[src/rtl/prio_enc_pkg.sv]
// Package for the pipelined priority encoder.
// Holds the index-width helper and the registered result record.
// The result record carries a fixed-width index field wide enough for any
// practical N; the top level uses only the low W bits of it.
// Optional feature macro used by this slice: PRIO_ENC_RR_EN (round-robin).
package prio_enc_pkg;

  // Upper bound on the index width carried in the result record.
  localparam int IDX_MAX_W = 16;

  // Index width for n requesters (n >= 2 gives $clog2(n) >= 1).
  function automatic int idx_w(input int n);
    return (n <= 2) ? 1 : $clog2(n);
  endfunction

  typedef struct packed {
    logic [IDX_MAX_W-1:0] idx;   // winning index (low bits used)
    logic                 any;   // at least one request bit set
    logic                 multi; // two or more request bits set
  } result_t;

endpackage

[src/rtl/prio_enc_find.sv]
// Combinational core of the priority encoder.
// Ports:
//   req   [N]  request vector, bit i = requester i
//   ptr   [W]  search start index (0 gives lowest-index priority)
//   idx   [W]  first set bit at or above ptr, wrapping past N-1 to 0
//   any        at least one bit of req set
//   multi      two or more bits of req set (independent of ptr)
// Macro: none (the caller ties ptr to 0 when round-robin is disabled).
module prio_enc_find
  import prio_enc_pkg::*;
#(
  parameter int N = 8,
  parameter int W = idx_w(N)
) (
  input  logic [N-1:0] req,
  input  logic [W-1:0] ptr,
  output logic [W-1:0] idx,
  output logic         any,
  output logic         multi
);

  logic found;

  // NOTE: every signal driven here gets a default before the loop so no
  // path leaves it unassigned, which would otherwise infer a latch.
  always_comb begin
    found = 1'b0;
    idx   = '0;
    for (int k = 0; k < N; k++) begin
      int j;
      // Walk upward from ptr with modular wrap; valid for any N.
      j = (int'(ptr) + k) % N;
      if (!found && req[j]) begin
        found = 1'b1;
        idx   = W'(j);
      end
    end
  end

  assign any = |req;
  // Clearing the lowest set bit leaves something only if two or more were set.
  assign multi = |(req & (req - N'(1)));

endmodule

[src/rtl/prio_encoder_pipe.sv]
// Registered N-input priority encoder with valid/ready on both sides.
// Ports:
//   clk, rst_n           clock, asynchronous active-low reset
//   in_valid/in_ready    input handshake; in_ready = !out_valid || out_ready
//   in_req    [N]        request vector
//   out_valid/out_ready  output handshake
//   out_idx   [W]        winning index
//   out_any              at least one captured request bit set
//   out_multi            two or more captured request bits set
// Macro PRIO_ENC_RR_EN: when defined, priority rotates past each accepted
// non-zero winner; when undefined, bit 0 always has the highest priority.
module prio_encoder_pipe
  import prio_enc_pkg::*;
#(
  parameter int N = 8,
  localparam int W = idx_w(N)
) (
  input  logic         clk,
  input  logic         rst_n,
  input  logic         in_valid,
  output logic         in_ready,
  input  logic [N-1:0] in_req,
  output logic         out_valid,
  input  logic         out_ready,
  output logic [W-1:0] out_idx,
  output logic         out_any,
  output logic         out_multi
);

  logic          in_acc;
  logic          out_acc;
  logic [W-1:0]  ptr;
  logic [W-1:0]  find_idx;
  logic          find_any;
  logic          find_multi;
  result_t       res_d;
  result_t       res_q;

  // Single output register: a new vector fits when the slot is empty or
  // is being drained on this same edge.
  assign in_ready = !out_valid || out_ready;
  assign in_acc   = in_valid && in_ready;
  assign out_acc  = out_valid && out_ready;

  prio_enc_find #(.N(N), .W(W)) u_find (
    .req   (in_req),
    .ptr   (ptr),
    .idx   (find_idx),
    .any   (find_any),
    .multi (find_multi)
  );

  always_comb begin
    res_d       = '0;
    res_d.idx   = IDX_MAX_W'(find_idx);
    res_d.any   = find_any;
    res_d.multi = find_multi;
  end

  // NOTE: sequential state uses non-blocking assignments so every register
  // samples pre-edge values, regardless of block ordering.
  // The result register is reset too: reset values of the outputs are visible.
  always_ff @(posedge clk or negedge rst_n) begin
    if (!rst_n) begin
      out_valid <= 1'b0;
      res_q     <= '0;
    end else if (in_acc) begin
      out_valid <= 1'b1;
      res_q     <= res_d;
    end else if (out_acc) begin
      out_valid <= 1'b0;
    end
  end

`ifdef PRIO_ENC_RR_EN
  // Pointer moves on the output accept edge, so a vector loaded on that
  // same edge was encoded with the old pointer. Zero beats leave it alone.
  always_ff @(posedge clk or negedge rst_n) begin
    if (!rst_n) begin
      ptr <= '0;
    end else if (out_acc && res_q.any) begin
      ptr <= (int'(out_idx) == N - 1) ? '0 : out_idx + W'(1);
    end
  end
`else
  assign ptr = '0;
`endif

  assign out_idx   = res_q.idx[W-1:0];
  assign out_any   = res_q.any;
  assign out_multi = res_q.multi;

endmodule
[config.mk]
export PLATFORM = sky130hd
export DESIGN_NAME = prio_encoder_pipe
export DESIGN_NICKNAME = d
export VERILOG_FILES = /design/src/rtl/prio_enc_pkg.sv /design/src/rtl/prio_enc_find.sv /design/src/rtl/prio_encoder_pipe.sv
export SDC_FILE = /design/constraint.sdc
export NUM_CORES = 1
export LEC_CHECK = 0
export CAP_MARGIN = 20
export CORE_MARGIN = 2
export CORE_UTILIZATION = 55
export CTS_CLUSTER_SIZE = 12
export DETAILED_ROUTE_END_ITERATION = 8
export GPL_TIMING_DRIVEN = 0
export MAX_ROUTING_LAYER = met4
export PLACE_DENSITY = 0.81
export SLEW_MARGIN = 10
export SYNTH_ARGS = -nofsm -noshare
export SYNTH_HDL_FRONTEND = slang
export SYNTH_HIERARCHICAL = 1
export SYNTH_SLANG_ARGS = --single-unit
[constraint.sdc]
create_clock -name clk -period 1.1 [get_ports clk]
set_input_delay 0.33 -clock clk [delete_from_list [all_inputs] [get_ports clk]]
set_output_delay 0.33 -clock clk [all_outputs]
set_load 0.02 [all_outputs]
# After elaboration in Yosys (flattened, before gate mapping)
# Cells that the tools add are included.
# Widths: inputs -> output; s select.
dict set report op_classes {
  addsub 1
  mux 16
  n_bitwise 1
  n_reduce_logical 21
}
# op n
set ops {}
lappend ops {{$reduce_or 8->1} 2}
lappend ops {{$mux 3} 4}
lappend ops {{$mux 1} 10}
lappend ops {{$logic_and 1x1->1} 9}
lappend ops {{$and 8x8->8} 1}
lappend ops {{$logic_not 1->1} 8}
lappend ops {{$sub 8x1->8 const B} 1}
lappend ops {{$mux 2} 2}
lappend ops {{$reduce_bool 2->1} 1}
lappend ops {{$logic_or 1x1->1} 1}
dict set report word_totals {
  ff_bits 6
  input_bits 12
  out_inout_bits 7
  wordCells 43
}

# Depth between registers and ports, before layout
dict set report depth {
  depth_word 22
  mapped_depth 13
}

# Modules after synthesis
# Netlist, hierarchy kept.
# mod n_inst cells_per_inst area_each_um2
set modules_own_cells {}
lappend modules_own_cells {prio_enc_find 1 107 1038.5}
lappend modules_own_cells {prio_encoder_pipe 1 15 261.5}

# Least setup slack after synthesis
# OpenSTA, ideal clock, no wires.
dict set report synth_path {
  path_type {input to register}
  startpoint {in in_req[3]}
  endpoint {reg res_q (netlist bit out_idx[2])}
  setup_ns 0.125
  arrival_ns 1.942
  t_required_ns 0.975
  slack_ns -0.967
  stages 9
  n_path_buf 1
  cell_sequence {buf_2 -> mux4_2 -> mux2i_4 -> nand2_2 -> nor2_8 -> nand4b_1 -> o211ai_1 -> o211ai_1 -> mux2_4}
}
dict set report synth_via {
  elab_chain_len 14
}
# item line_no
set synth_rtl {}
lappend synth_rtl {{start: declaration} prio_encoder_pipe.sv:22} ;# input logic [N-1:0] in_req,
lappend synth_rtl {{$logic_and 1x1->1 (*)} prio_enc_find.sv:33} ;# if (!found && req[j]) begin
lappend synth_rtl {{$mux 1 (*)} prio_enc_find.sv:33}
lappend synth_rtl {{$logic_not 1->1} prio_enc_find.sv:33}
lappend synth_rtl {{$logic_and 1x1->1} prio_enc_find.sv:33}
lappend synth_rtl {{$mux 1} prio_enc_find.sv:33}
lappend synth_rtl {{$logic_not 1->1} prio_enc_find.sv:33}
lappend synth_rtl {{$logic_and 1x1->1} prio_enc_find.sv:33}
lappend synth_rtl {{$mux 1} prio_enc_find.sv:33}
lappend synth_rtl {{$logic_not 1->1} prio_enc_find.sv:33}
lappend synth_rtl {{$logic_and 1x1->1} prio_enc_find.sv:33}
lappend synth_rtl {{$mux 1} prio_enc_find.sv:33}
lappend synth_rtl {{$logic_not 1->1} prio_enc_find.sv:33}
lappend synth_rtl {{$logic_and 1x1->1} prio_enc_find.sv:33}
lappend synth_rtl {{$mux 3 (*)} prio_enc_find.sv:33}
lappend synth_rtl {{net find_idx[2]} prio_encoder_pipe.sv:33} ;# logic [W-1:0] find_idx;
lappend synth_rtl {{end signal: assignment} prio_encoder_pipe.sv:69} ;# res_q <= res_d;
lappend synth_rtl {{end: declaration} prio_encoder_pipe.sv:37} ;# result_t res_q;
# Mark *: on every way through the listed nets, which the timed path passes. The rest lies on a longest branch.
# A chain may end at the register's enable or synchronous reset.

# Final worst setup path
# Same ends and word-level chain as after synthesis.

==> impl_metrics.env <==
export IMPL_cp_max_fo=4
export IMPL_clockBufferDepth=2
export IMPL_hold_class="in -> async"
export IMPL_clk_pin_slew_worst_paths_ns=0.05
export IMPL_cts_hold_buf=0
export IMPL_violations="negative setup slack"
export IMPL_drive_gt1_frac=0.482
export IMPL_grt_overflow_total=0
export IMPL_cp_top_family="multiplexers"
export IMPL_dr_pass1_iters=4
export IMPL_ys_seq_elements=6
export IMPL_antenna_cells=0
export IMPL_synth_top_family_by_area="multiplexers"
export IMPL_area_growth_pct=34.8
export IMPL_cpPeakStageDelay_ns=0.51
export IMPL_cts_tree="yes"
export IMPL_final_min_clock_period_ns=1.97
export IMPL_num_rows=17
export IMPL_synthMuxAreaShare=0.409
export IMPL_ys_types=53
export IMPL_grt_max_degree=11
export IMPL_wl_per_cell_um=18.1
export IMPL_cts_root_buf="clkbuf_4"
export IMPL_yosys_warnings=6
export IMPL_grt_pass1_wl_um=5670
export IMPL_leakage_nw=0.739
export IMPL_max_freq_mhz=507
export IMPL_cp_num_buf_inv=2
export IMPL_synth_xor_area_share=0.0135
export IMPL_rsz0062_at_grt="true"
export IMPL_setup_viol=8
export IMPL_stdcell_area_um2=1750
export IMPL_netlist_top_cells_area="mux4_1 14%, dfrtp_1 12%, mux4_2 8.7%, mux2_4 5.8%, mux2i_1 5.4%"
export IMPL_crit_top_cell="o211ai_1"
export IMPL_synth_edf_count=0
export IMPL_synthCells=122
export IMPL_num_vias=1229
export IMPL_synth_async_reset_ratio=1.00
export IMPL_yosys_area_top_type="mux4_1"
export IMPL_die_w_um=52.6
export IMPL_post_route_period_util=1.79
export IMPL_cap_viol_max_count=0
export IMPL_die_area_um2=2770
export IMPL_avgSynthCellArea_um2=10.7
export IMPL_critPathLaunchType="primary input"
export IMPL_hpwl_um=2360
export IMPL_endpoint_kind="flip-flop"
export IMPL_ys_dominant_reg_cell="dfrtp_1"
export IMPL_cts_buffers=3
export IMPL_h_tree_depth=1
export IMPL_path_class="in -> reg"
export IMPL_drc_errors=0
export IMPL_synth_fa_ha_area_frac=0.0269
export IMPL_track_usage=0.288
export IMPL_io_buffers=18
export IMPL_placed_cell_area_um2=1560
export IMPL_core_area_um2=2230
export IMPL_irDropWorstVdd_mv=0.882
export IMPL_skew_ns=0.00129
export IMPL_synth_compound_area_frac=0.183
export IMPL_antenna_left=0
export IMPL_path_cells="buf_6 > buf_8 > mux4_2 > mux2i_4 > nand2_4 > nor2_8 > nand4b_1 > o211ai_1 > o211ai_1 > mux2_4"
export IMPL_ff2ff_setup_slack_ns=-0.06
export IMPL_die_y_um=52.6
export IMPL_crit_path_top_delay_cell="mux4_2"
export IMPL_cp_required_ns=1.23
export IMPL_p_per_area_nw_per_um2=892
export IMPL_fillers=147
export IMPL_final_hold_viol_count=0
export IMPL_synth_top_area_share=0.141
export IMPL_gp_congestion=0.935
export IMPL_drt_iter0_drc=64
export IMPL_drt_wl_total_um=3500
export IMPL_yosys_area_share_simple=0.178
export IMPL_io_pin_count=19
export IMPL_status="finished with violations"
export IMPL_slew_viol_final=0
export IMPL_whs_ns=0.329
export IMPL_critPathArrivalTime_ns=2.10
export IMPL_cts_sinks=6
export IMPL_grt_pass1_vias=1198
export IMPL_ys_seq_area_frac=0.115
export IMPL_synth_area_um2=1300
export IMPL_viasPerCell=6.34
export IMPL_nNetsFinal=182
export IMPL_antenna_found_initial=0
export IMPL_initial_core_util=0.582
export IMPL_clk_latency_ns=0.24
export IMPL_final_setup_worst_slack_ns=-0.874
-- layout make-up --
type | instances | area, um^2 | share of cell area
flip-flops and latches | 6 | 150 | 0.0857
well taps | 28 | 35.0 | 0.0200
repair buffers | 33 | 310 | 0.177
multi-input cells | 111 | 1130 | 0.646
plain buffers | 7 | 80.1 | 0.0457
inverters | 6 | 22.5 | 0.0128
clock buffers | 3 | 22.5 | 0.0128
-- metal layers --
layer  up-vias  GRT usage  routed length, um
li1        560          -                  -
met5         -          -                  0
met3        12     0.0371                202
met4         0     0.0897                 64
met1       595      0.369               1460
met2        62      0.473               1780
-- synth_stat cells (2+ instances only) --
cell,count
nand2_1,10
a21oi_1,5
a221oi_1,2
mux2i_1,7
mux2_4,5
mux4_2,5
a31oi_1,3
o21ai_0,5
nor2_1,8
inv_1,6
mux4_1,7
dfrtp_1,6
a211oi_1,3
nand3_1,2
buf_6,3
mux2i_4,2
o211ai_1,3
mux2_2,4
ha_1,2
-- repair_timing --
| item | in CTS | in global routing |
|---|---|---|
| resized for setup | 103 | 4 |
| pin swaps | 9 | 5 |
| buffers inserted | 13 | 2 |
| hold endpoints to repair | 0 | 0 |
| setup endpoints to repair | 12 | 12 |
-- power breakdown --
group / switching [mW] / internal, mW
Combinational: 0.511 / 0.562
Sequential: 0.0278 / 0.260
Clock: 0.0806 / 0.123
Total: 0.619 / 0.945
-- cells by family after synthesis --
group / after synthesis
xor gates and xnor gates: 2
buffers and inverters: 13
and+or+nand+nor: 36
muxes: 30
adders and majority gates: 3
DFF: 6
other: 1
AOI/OAI and AO/OA: 31
-- through the flow --
step / instances / power (mW) / setup WS, ns / TNS, ns / utilization
finish: 194 / 1.56 / -0.874 / -3.67 / 0.785
global route: 194 / 1.65 / -0.955 / -4.13 / 0.785
CTS: 192 / 1.49 / -0.875 / -3.58 / 0.770
detailed placement: 176 / 1.15 / -1.66 / -9.37 / 0.696
global placement: 176 / 1.13 / -1.61 / -9.05 / 0.696
floorplan: 130 / 0.923 / -0.955 / -3.94 / -
-- path summary, 6_finish.rpt --
kind / from / to / cells after the start
worst max-delay path: in_req[3] / out_idx[2] / 10
worst min-delay path: rst_n / out_valid / 1
worst max register to register: out_valid / out_idx[0] / 4
worst min register to register: out_idx[2] / out_idx[2] / 1
max in group asynchronous: rst_n / out_idx[2] / 1
min in group clk: out_idx[2] / out_idx[2] / 1
-- registers in the layout, indices dropped and copies added (netlist names) --
signal / flops
out_valid: 1
out_idx: 3
out_multi: 1
out_any: 1
-- placed cells by master (no fill, tap or decap), types with 2 or more instances in the layout --
| cell | instances |
|---|---|
| mux4_2 | 10 |
| clkbuf_4 | 3 |
| mux2i_1 | 5 |
| o21ai_0 | 4 |
| buf_2 | 4 |
| dfrtp_1 | 6 |
| ha_1 | 2 |
| buf_8 | 2 |
| mux4_1 | 2 |
| nand3_1 | 2 |
| buf_12 | 3 |
| nor2_1 | 6 |
| clkdlybuf4s50_1 | 2 |
| o211ai_1 | 3 |
| buf_4 | 15 |
| mux2_2 | 3 |
| mux2_4 | 6 |
| conb_1 | 9 |
| mux2i_4 | 3 |
| nand2_4 | 2 |
| a211oi_1 | 3 |
| a21oi_1 | 4 |
| buf_6 | 12 |
| nor2_4 | 2 |
| a31oi_1 | 3 |
| nand2_1 | 9 |
| a221oi_1 | 2 |
| inv_1 | 6 |
(Power assumes the default switching activity.)
